**config.mk**
```make
export PLATFORM = sky130hd
export DESIGN_NAME = cg_latency_controller
export DESIGN_NICKNAME = d
export VERILOG_FILES = /design/src/rtl/cg_pkg.sv /design/src/rtl/cg_icg_cell.sv /design/src/rtl/cg_latency_controller.sv
export SDC_FILE = /design/constraint.sdc
export NUM_CORES = 1
export LEC_CHECK = 0
export CAP_MARGIN = 20
export CORE_AREA = 4 4 41 43
export DETAILED_ROUTE_END_ITERATION = 7
export DIE_AREA = 0 0 45 47
export MAX_ROUTING_LAYER = met4
export SYNTH_ARGS = -nofsm -noshare
export SYNTH_HDL_FRONTEND = slang
export SYNTH_SLANG_ARGS = --single-unit
```
**constraint.sdc**
```tcl
create_clock -name clk -period 1.8 [get_ports clk]
set_input_delay 0.18 -clock clk [delete_from_list [all_inputs] [get_ports clk]]
set_output_delay 0.18 -clock clk [all_outputs]
set_load 0.05 [all_outputs]
```
**src/rtl/cg_pkg.sv**
```systemverilog
// Purpose : shared types and helpers for the clock-gating latency controller.
// Latency : n/a (types, constants and an elaboration-time function only).
// Backpr. : n/a.
package cg_pkg;

  typedef enum logic [1:0] {
    IDLE = 2'd0,
    RUN  = 2'd1,
    DONE = 2'd2
  } cg_state_t;

  // Largest supported gadget latency; keeps the counter at 8 bits or less.
  localparam int CG_MAX_LATENCY = 255;

  // Counter width needed to hold LATENCY-1 down to zero.
  function automatic int cg_cnt_w(input int latency);
    if (latency < 1) begin
      return 1;
    end
    return $clog2(latency + 1);
  endfunction

endpackage

```
**src/rtl/cg_icg_cell.sv**
```systemverilog
// Purpose : latch-based integrated clock gate; swap for a library ICG cell.
// Latency : en sampled while clk is low, takes effect on the next clk rising edge.
// Backpr. : none.
// Ports   : clk (free-running clock), en (gate enable), gclk (gated clock).
module cg_icg_cell (
  input  logic clk,
  input  logic en,
  output logic gclk
);

  logic en_l;

  // Transparent while clk is low, so en_l is stable for the whole high phase
  // and gclk can only rise together with clk.
  always_latch begin
    if (!clk) begin
      en_l <= en;
    end
  end

  assign gclk = clk & en_l;

endmodule

```
**src/rtl/cg_latency_controller.sv**
```systemverilog
// Purpose : sequences one LATENCY-cycle masked computation per start/ready handshake
//           and fires GatedClk exactly once to capture the masked output shares.
// Latency : start accepted -> LATENCY RUN cycles -> GatedClk edge -> Synch next cycle.
// Backpr. : start_i is taken only while ready_o=1 (IDLE or DONE); ignored during RUN.
// Ports   : clk, rst (sync, active-high), start_i/ready_o handshake, busy_o,
//           fresh_en_o (advance randomness), GatedClk, Synch.
//           With macro CG_ABORT_EN defined, input abort_i cancels a RUN in progress.
module cg_latency_controller
  import cg_pkg::*;
#(
  parameter int LATENCY      = 13,  // legal 1..CG_MAX_LATENCY
  parameter bit AUTO_RESTART = 1'b0
) (
  input  logic clk,
  input  logic rst,
`ifdef CG_ABORT_EN
  input  logic abort_i,
`endif
  input  logic start_i,
  output logic ready_o,
  output logic busy_o,
  output logic fresh_en_o,
  output logic GatedClk,
  output logic Synch
);

  localparam int CNT_W = cg_cnt_w(LATENCY);
  localparam logic [CNT_W-1:0] CNT_LOAD = CNT_W'(LATENCY - 1);

  cg_state_t        state, state_nxt;
  logic [CNT_W-1:0] cnt, cnt_nxt;
  logic             gate_en;
  logic             abort_req;
  logic             go;

`ifdef CG_ABORT_EN
  assign abort_req = abort_i;
`else
  assign abort_req = 1'b0;
`endif

  // In legacy mode the controller restarts on its own and start_i is a don't-care.
  assign go = AUTO_RESTART | start_i;

  always_ff @(posedge clk) begin
    if (rst) begin
      state <= IDLE;
      cnt   <= '0;
    end else begin
      state <= state_nxt;
      cnt   <= cnt_nxt;
    end
  end

  always_comb begin
    state_nxt  = state;
    cnt_nxt    = cnt;
    gate_en    = 1'b0;
    ready_o    = 1'b0;
    busy_o     = 1'b0;
    fresh_en_o = 1'b0;
    Synch      = 1'b0;

    case (state)
      IDLE: begin
        ready_o = ~AUTO_RESTART;
        if (go) begin
          state_nxt = RUN;
          cnt_nxt   = CNT_LOAD;
        end
      end

      RUN: begin
        busy_o     = 1'b1;
        fresh_en_o = 1'b1;
        if (abort_req) begin
          // Abort wins over completion: no capture edge, no Synch.
          state_nxt = IDLE;
          cnt_nxt   = '0;
        end else if (cnt == '0) begin
          gate_en   = 1'b1;
          state_nxt = DONE;
        end else begin
          cnt_nxt = cnt - CNT_W'(1);
        end
      end

      DONE: begin
        Synch   = 1'b1;
        ready_o = ~AUTO_RESTART;
        if (go) begin
          // Back-to-back: reload straight into RUN, no idle bubble.
          state_nxt = RUN;
          cnt_nxt   = CNT_LOAD;
        end else begin
          state_nxt = IDLE;
        end
      end

      default: begin
        state_nxt = IDLE;
        cnt_nxt   = '0;
      end
    endcase

    // A reset arriving in the last RUN cycle must cancel the pending capture edge.
    if (rst) begin
      gate_en = 1'b0;
    end
  end

  cg_icg_cell u_icg (
    .clk  (clk),
    .en   (gate_en),
    .gclk (GatedClk)
  );

endmodule

```
# [Word-level counts from Yosys, hierarchy flattened]
# Index checks and enable logic that the tools add are counted.
[totals] reg_bits=6 latchBits=1 in_bits=3 output_inout_bits=5
[op_classes] n_addsub=1 n_eq_ne=6 muxes=14 n_bitwise=1 n_reduce_logical=5
[op_table] cell="$mux W1" count=8
[op_table] cell="$mux W4" count=2
[op_table] cell="$pmux W4 S2" count=1
[op_table] cell="$ne A2 B2 Y1 const B" count=3
[op_table] cell="$pmux W2 S3" count=1
[op_table] cell="$logic_not A4 Y1" count=1
[op_table] cell="$mux W2" count=2
[op_table] cell="$reduce_and A2 Y1" count=2
[op_table] cell="$sub A4 B1 Y4 const B" count=1
[op_table] cell="$eq A2 B1 Y1 const B" count=1
[op_table] cell="$eq A2 B2 Y1 const B" count=1
[op_table] cell="$logic_not A2 Y1" count=1
[op_table] cell="$ne A2 B1 Y1 const B" count=1
[op_table] cell="$reduce_or A2 Y1" count=1
[op_table] cell="$and A1 B1 Y1" count=1

# [Depth between registers and ports, before layout]
# Gate-level depths: netlist of run 1.
[logic_depth] word_depth=5 depth_mapped=5 mapped_depth_nobuf=5

# [Cells and area by module]
# A second synthesis of run 1 with hierarchy kept.
[unflattened] cells_unflattened=42 hier_area_um2=379.1
[modules_own_cells] mod="cg_latency_controller" n_inst=1 cells_each=40 area_per_inst_um2=357.8 seq_area_each_um2=120.1
[modules_own_cells] mod="cg_icg_cell" n_inst=1 cells_each=2 area_per_inst_um2=21.3 seq_area_each_um2=0.0

==> flow_results.org, run 1 <==
** Run status
- The run finished, with violations left.
- Violated checks :: negative setup slack

** Yosys
- Synth Warn # :: 0
- Cell type contributing the most total cell area after synthesis :: dfxtp_1
- Synthesized Nets :: 45
- Number of standard cells after synthesis :: 40
- Mean instance size in the synthesized netlist :: roughly 9 µm²
- The cell area that synthesis handed to floorplanning was between 300 and 400 µm².
- Sorting the synthesized cells by area gives the leading types as dfxtp_1 33%, ha_1 6.8%, a21oi_1 5.5%, a221oi_2 4.1%, and2_2 4.1%.
- Count of state elements after synthesis :: 7
- The share of synthesized area in the top cell type comes to 0.329.
- Count of distinct cell types in the synthesized netlist :: 25

** Global route
- Number of global-route vias before repair :: ~360
- Global routing finished with a remaining overflow of 0.
- Across every metal layer, demand over resource in global routing totals 0.0980.
- Pin count of the biggest net entering global routing :: 10
- The initial antenna violation count came to 0.
- Wire length of the first global-routing pass :: 1330 µm

** Placement
- Input and output buffers added on the ports amount to 7.
- In this run the cell area measured after placement is ~470 µm².
- Placed Instances :: 65
- Summed over all nets, the half-perimeter wirelength after detailed placement is about 550 µm.
- Routability congestion estimate :: just over 0.7

** Setup path
- Slowest-stage cell, CP :: dlxtn_2
- Crit. End Element :: output pin
- The worst setup path is launched from a latch.
- Critical path peak fanout :: 1
- The worst register-to-register path has a setup slack of around 10 ps.
- Data on the critical path arrives at its endpoint at between 1500 and 2000 ps.
- Required time of the worst setup path :: approximately 1600 ps
- Maximum single-stage delay on the critical path :: ~400 ps
- The worst setup path is of the latch to output pin kind.
- Traced cell by cell, the critical path runs through and2_4 > buf_8.

** Cells and area
- From synthesis to final layout, the design area changed by 46.2%.
- Antenna diode count :: 0
- Of the cells placed in the final design, the portion with a size suffix greater than 1 is 0.456.
- The library cell used most frequently in the layout, excluding fill and tap cells, is buf_4.
- The finished layout holds approximately 70 standard cells, fillers aside.
- Nets :: 63
- The library cells used most frequently in the layout, excluding fill and tap cells, are 9 x buf_4, 6 x clkbuf_4, 6 x dfxtp_1.
- After routing the design area is roughly 530 µm².

** Route
- After detailed routing, the average wire length per cell comes to roughly 11 µm.
- Dividing the detail-routed via count by the number of cells gives 4.83.
- Wirelength, routed :: between 700 and 800 µm
- Summing over every cut layer, the via total after detailed routing is about 350.
- 1st-iter DRT viols :: 12
- The first detailed-routing pass took 4 iterations.
- After detailed routing, the number of remaining DRC violations is 0.
- The count of nets left with antenna violations once routing finished came out at 0.

** Timing
- Max Slew Vio Count :: 0
- Setup violation total in the final timing report :: 2
- Setup repair after global routing could not meet its margin everywhere.
- The worst pin sits at a relative slew slack of 0.767.
- Worst setup skew after layout :: a little under 8 ps
- Across all setup checks in the final design, the least slack found is -330 ps.
- Number of hold-slack violations in the final timing report :: 0
- Measured slew at the worst slew-check pin :: approximately 340 ps
- Hold is met by around 500 ps.

** Clock tree
- TritonCTS clock tree :: done
- In this run the post-CTS setup repair buffer count came out at 0.
- The clock reaches the later pin of the worst-skew pair after 360 ps.
- Clock-pin slew was measured on the worst setup and hold paths at approximately 60 ps.
- In this run, post-CTS hold repair placed 0 buffers.

** Floorplanning
- Starting Density :: 0.281
- The floorplan step set the die width to around 45 µm.
- Placeable Area :: 1300 µm²
- Row generation in the floorplan step produced 13 rows.
- Die outline height :: around 47 µm
- In this run the count of I/O pins placed on the die edge is 8.
- Die footprint :: 2120 µm²

** Hold path
- The worst hold path belongs to the class register to register.

** Power and ir drop
- VDD sags by at most between 0.0004 and 0.0005 V.
- Summed over all cells, the static leakage comes to between 0.0002 and 0.00025 µW.
- In this run the power density over the cells is about 1100 nW/µm².

** Run
- The tool flagged a number of max-cap violations equal to 0.
## repair_timing
action / CTS / global route
resized for setup: 9 / 4
setup endpoints to repair: 2 / 2
cloned: 0 / 0
## Yosys cell counts, drive strengths merged
cell and instances:
nor2 3, mux2i 1, inv 4, nor3b 2, a21oi 4, dfxtp 6, o21ai 1, and2b 1
nand2 2, nor3 1, a211o 1, a221oi 1, and2 3, a221o 1, or3b 1, buf 2
dlxtn 1, nor4b 1, nor2b 1, ha 2, o22ai 1
## power breakdown
group          switching (µW)  leakage [µW]  internal, µW
clock network            90.9     0.0000404           165
logic                    76.3      0.000140          66.6
registers                15.8     0.0000577           163
## layout make-up
cell class	instances	area, µm²
fill	141	767
inverter	4	15.0
tap	15	18.8
sequential	7	136
multi-input combinational	27	213
timing repair buffer	11	87.6
clock buffer	8	63.8
## path summary, 6_finish.rpt
kind                                end  depth (start not counted)                  start
setup / recovery               GatedClk                          2  u_icg.en_l$_DLATCH_N_
hold / removal      cnt[1]$_SDFFE_PP0P_                          2    cnt[1]$_SDFFE_PP0P_
setup reg to reg  u_icg.en_l$_DLATCH_N_                          4    cnt[0]$_SDFFE_PP0P_
hold reg to reg     cnt[1]$_SDFFE_PP0P_                          2    cnt[1]$_SDFFE_PP0P_
## registers in the layout, summed over array words and instances (netlist names)
name	count
state	2
u_icg.en_l	1
cnt	4
## layer usage
layer / up-vias / wire length [µm] / share of wire / GRT usage
met4: 0 / 54 / 0.071 / 0.129
met2: 15 / 307 / 0.40 / 0.119
li1: 173 / - / - / -
met5: - / 0 / 0 / -
met1: 153 / 345 / 0.45 / 0.0957
met3: 7 / 54 / 0.071 / 0.0536
## cell families (layout without fill, tap and decap cells)
group / count (synthesis) / after routing / share of synthesized area
DFF: 6 / 6 / 0.329
latches: 1 / 1 / 0.0411
muxes: 1 / 1 / 0.0274
AOI/OAI and AO/OA: 9 / 9 / 0.178
buffers and inverters: 6 / 23 / 0.0925
and+or+nand+nor: 15 / 15 / 0.264
adders and majority gates: 2 / 2 / 0.0685
## critical path, delay by kind of cell (launching register included)
kind	cells	cell delay, ps
latches	1	400
and+or+nand+nor	1	140
buffers and inverters	1	140
## through the flow
stage               total power [µW]  setup TNS (ps)  utilization  setup WS (ps)
CTS                              572            -322        0.403           -322
global route                     621            -375        0.411           -375
detailed placement               329            -559        0.361           -559
finish                           578            -330        0.411           -330
global placement                 330            -549        0.361           -549
floorplan                        283               0            -           11.0
No activity file was read; power rests on OpenSTA's default activity.
==> run 2: changes to the inputs <==
ABC_AREA = 0   (was not set)
CORE_AREA = 2 2 39 41   (was 4 4 41 43)
DIE_AREA = 0 0 41 43   (was 0 0 45 47)
==> flow_results.org, run 2 (same netlist as run 1, synthesis figures left out) <==
** Power and ir drop
- The power per unit of standard cell area was 1070 nW/µm² (-1.4%).
- Design internal power :: 402 µW (+1.8%)
- The sequential fraction of design power is 0.304 (-0.006).
- Maximum VDD drop :: 0.000335 V (-22%)
- Leakage :: 0.000249 µW (+4.5%)
- Total power of the final layout :: 583 µW (+0.95%)
- The net switching power was 181 µW (-0.97%).
- The combinational fraction of design power was 0.263 (+0.016).
- Clock network power share :: 0.433 (-0.010)
- Switching share of power :: 0.311 (-0.00600)

** Route
- Wirelength, routed :: 799 µm (+4.9%)
- Post-detailed-route wirelength per cell :: 10.7 µm (+0.66%)
- The post-detailed-route via-to-cell ratio was 4.80 (-0.69%).
- 1st-iter DRT viols :: 4 (-8)
- The DRC violation count after routing was 0 (unchanged).
- The residual antenna-violating net count after detailed routing was 0 (unchanged).
- Number of detailed-route iterations in the first pass :: 4 (unchanged)
- The via count is 360 (+3.4%).

** Clock tree
- TritonCTS clock tree :: done
- Latest clock arrival within the worst-skew pair :: 370 ps (about the same)
- The clock edge transition at the registers on the reported setup and hold paths is 50 ps (about the same).
- Hold Buf Count CTS :: 0 (unchanged)

** Run
- Max-cap violations :: 0 (unchanged)

** Cells and area
- The number of flip-flops under the largest register name was 4 (unchanged).
- Number of fill cells :: 134 (-5.0%)
- Register with the most flip-flops :: cnt
- Nets :: 65 (+3.2%)
- Synthesis-to-layout area growth :: 49.7%
- Register cell area after layout :: 135 µm² (-0.92%)
- The largest registers in the layout are cnt (4), state (2), u_icg.en_l (1).
- Multi-input gate area :: 210 µm² (-1.2%)
- Leaving out fill and tap cells, the most frequent cell in the layout is buf_4.
- Share of final-layout standard cells stronger than drive strength 1 :: 0.441 (-0.0155)
- The antenna cell count came to 0 (unchanged).
- Leaving out fill and tap cells, the most frequent cells in the layout are 11 x buf_4, 6 x clkbuf_4, 6 x dfxtp_1.

** Global route
- Number of antenna violations at the first check in global routing :: 0 (unchanged)
- The pin count of the biggest net entering global routing was 10 (unchanged).
- Total global-route track usage :: 0.138 (+0.0402)
- Wire length of the first global-routing pass :: 1390 µm (+4.7%)
- The leftover overflow at the end of global routing came to 0 (unchanged).
- Number of global-route vias before repair :: 375 (+5.0%)

** Timing
- The worst-case headroom to the max-slew limit is 0.744 (-0.0232).
- Number of hold-slack violations in the final timing report :: 0 (unchanged)
- Measured slew at the worst slew-check pin :: 378 ps (+34.3 ps)
- The total count of max-transition violations in the final report came to 0 (unchanged).
- Hold Worst Slack :: 517 ps (+2.90 ps)
- Setup violation total in the final timing report :: 2 (unchanged)
- The smallest setup slack after layout came to -315 ps (+14.8 ps).
- The largest clock skew in the final design is 2.63 ps (-5.21 ps).
- Setup repair after global routing could not meet its margin everywhere.

** Setup path
- The worst endpoint required time was 1620 ps (about the same).
- STA classifies the critical path endpoint as an output pin.
- The highest fanout seen on the critical path came to 1 (unchanged).
- The critical path in this run is classified as latch to output pin.
- Critical path launch point :: u_icg.en_l$_DLATCH_N_
- Arrival time at the worst endpoint :: 1940 ps (about the same)
- Setup crit start kind :: latch
- In this run the critical register-to-register path is launched from cnt[1]$_SDFFE_PP0P_.

** Floorplanning
- Starting Density :: 0.264 (-0.0168)
- The area of the core region was 1380 µm² (+6.3%).
- The total die area was 1760 µm² (-17%).
- The overall die width was 41 µm (-8.9%).
- Die outline height :: 43 µm (-8.5%)
- The I/O pin count is 8 (unchanged).
- The number of placement rows is 14 (+1).

** Placement
- Setup Slack @ Placement :: -577 ps (-17.2 ps)
- The placer congestion estimate is 0.760 (+7.9%).
- The total of buffers placed on input and output ports is 7 (unchanged).
- Dpl hpwl :: 584 µm (+5.5%)

** Hold path
- The startpoint identified for the worst hold timing path is cnt[1]$_SDFFE_PP0P_.
- Hold Path Class :: register to register

** Run status
- Violated checks :: negative setup slack
- Run status :: finished with violations
[run 2: changes by cell type in the layout (fill, tap and decap cells not counted), sizes merged]
cell | previous run | this run
buf | 10 | 12
[run 2: cell type report]
| type | instances | share of cell area |
|---|---|---|
| clock buffer | 8 | 0.117 |
| timing repair buffer | 13 | 0.188 |
| sequential | 7 | 0.247 |
| tap | 16 | 0.0366 |
| inverter | 4 | 0.0275 |
| multi-input combinational | 27 | 0.384 |
[run 2: final timing paths]
kind / to / slack (ps) / cells after the start
setup reg to reg: u_icg.en_l$_DLATCH_N_ / 0 / 4
setup / recovery: GatedClk / -320 / 2
hold reg to reg: cnt[1]$_SDFFE_PP0P_ / 520 / 2
hold / removal: cnt[1]$_SDFFE_PP0P_ / 520 / 2
[run 2: power by group through the flow]
stage	sequential [µW]	clock [µW]	combinational (µW)
finish	177	253	153
CTS	175	260	142
global route	179	281	167
global placement	178	11.0	140
floorplan	176	8.11	98.1
detailed placement	178	11.0	142
[run 2: timing repair]
item                                    4_1_cts  5_1_grt
resized for setup                             9        2
gates cloned                                  0        0
buffers inserted                              0        1
endpoints found under the hold margin         0        0
endpoints found under the setup margin        2        2
[run 2: worst max-delay path: stages (launching register included)]
cell and delay [ps]:
dlxtn_1 380, and2_4 130, buf_8 130
[run 2: metal layers]
layer,global-route usage,part of all wire,vias to the layer above
met5,-,0,-
met4,0.193,0.041,0
met3,0.0838,0.090,5
met2,0.156,0.47,12
met1,0.126,0.40,167
li1,-,-,176
[run 2: through the flow]
step	instance area, µm²	cells	util	TNS [ps]
2_1_floorplan	372	40	-	0
3_3_place_gp	478	67	0.345	-595
3_5_place_dp	478	67	0.345	-577
4_1_cts	533	74	0.385	-324
5_1_grt	547	75	0.395	-354
6_report	547	75	0.395	-315
==> run 3: changes to the inputs <==
CAP_MARGIN = not set   (was 20)
GPL_TIMING_DRIVEN = 1   (was not set)
==> results of run 3 <==
Same layout as run 2: the final DEF is identical, and so are final timing and power.
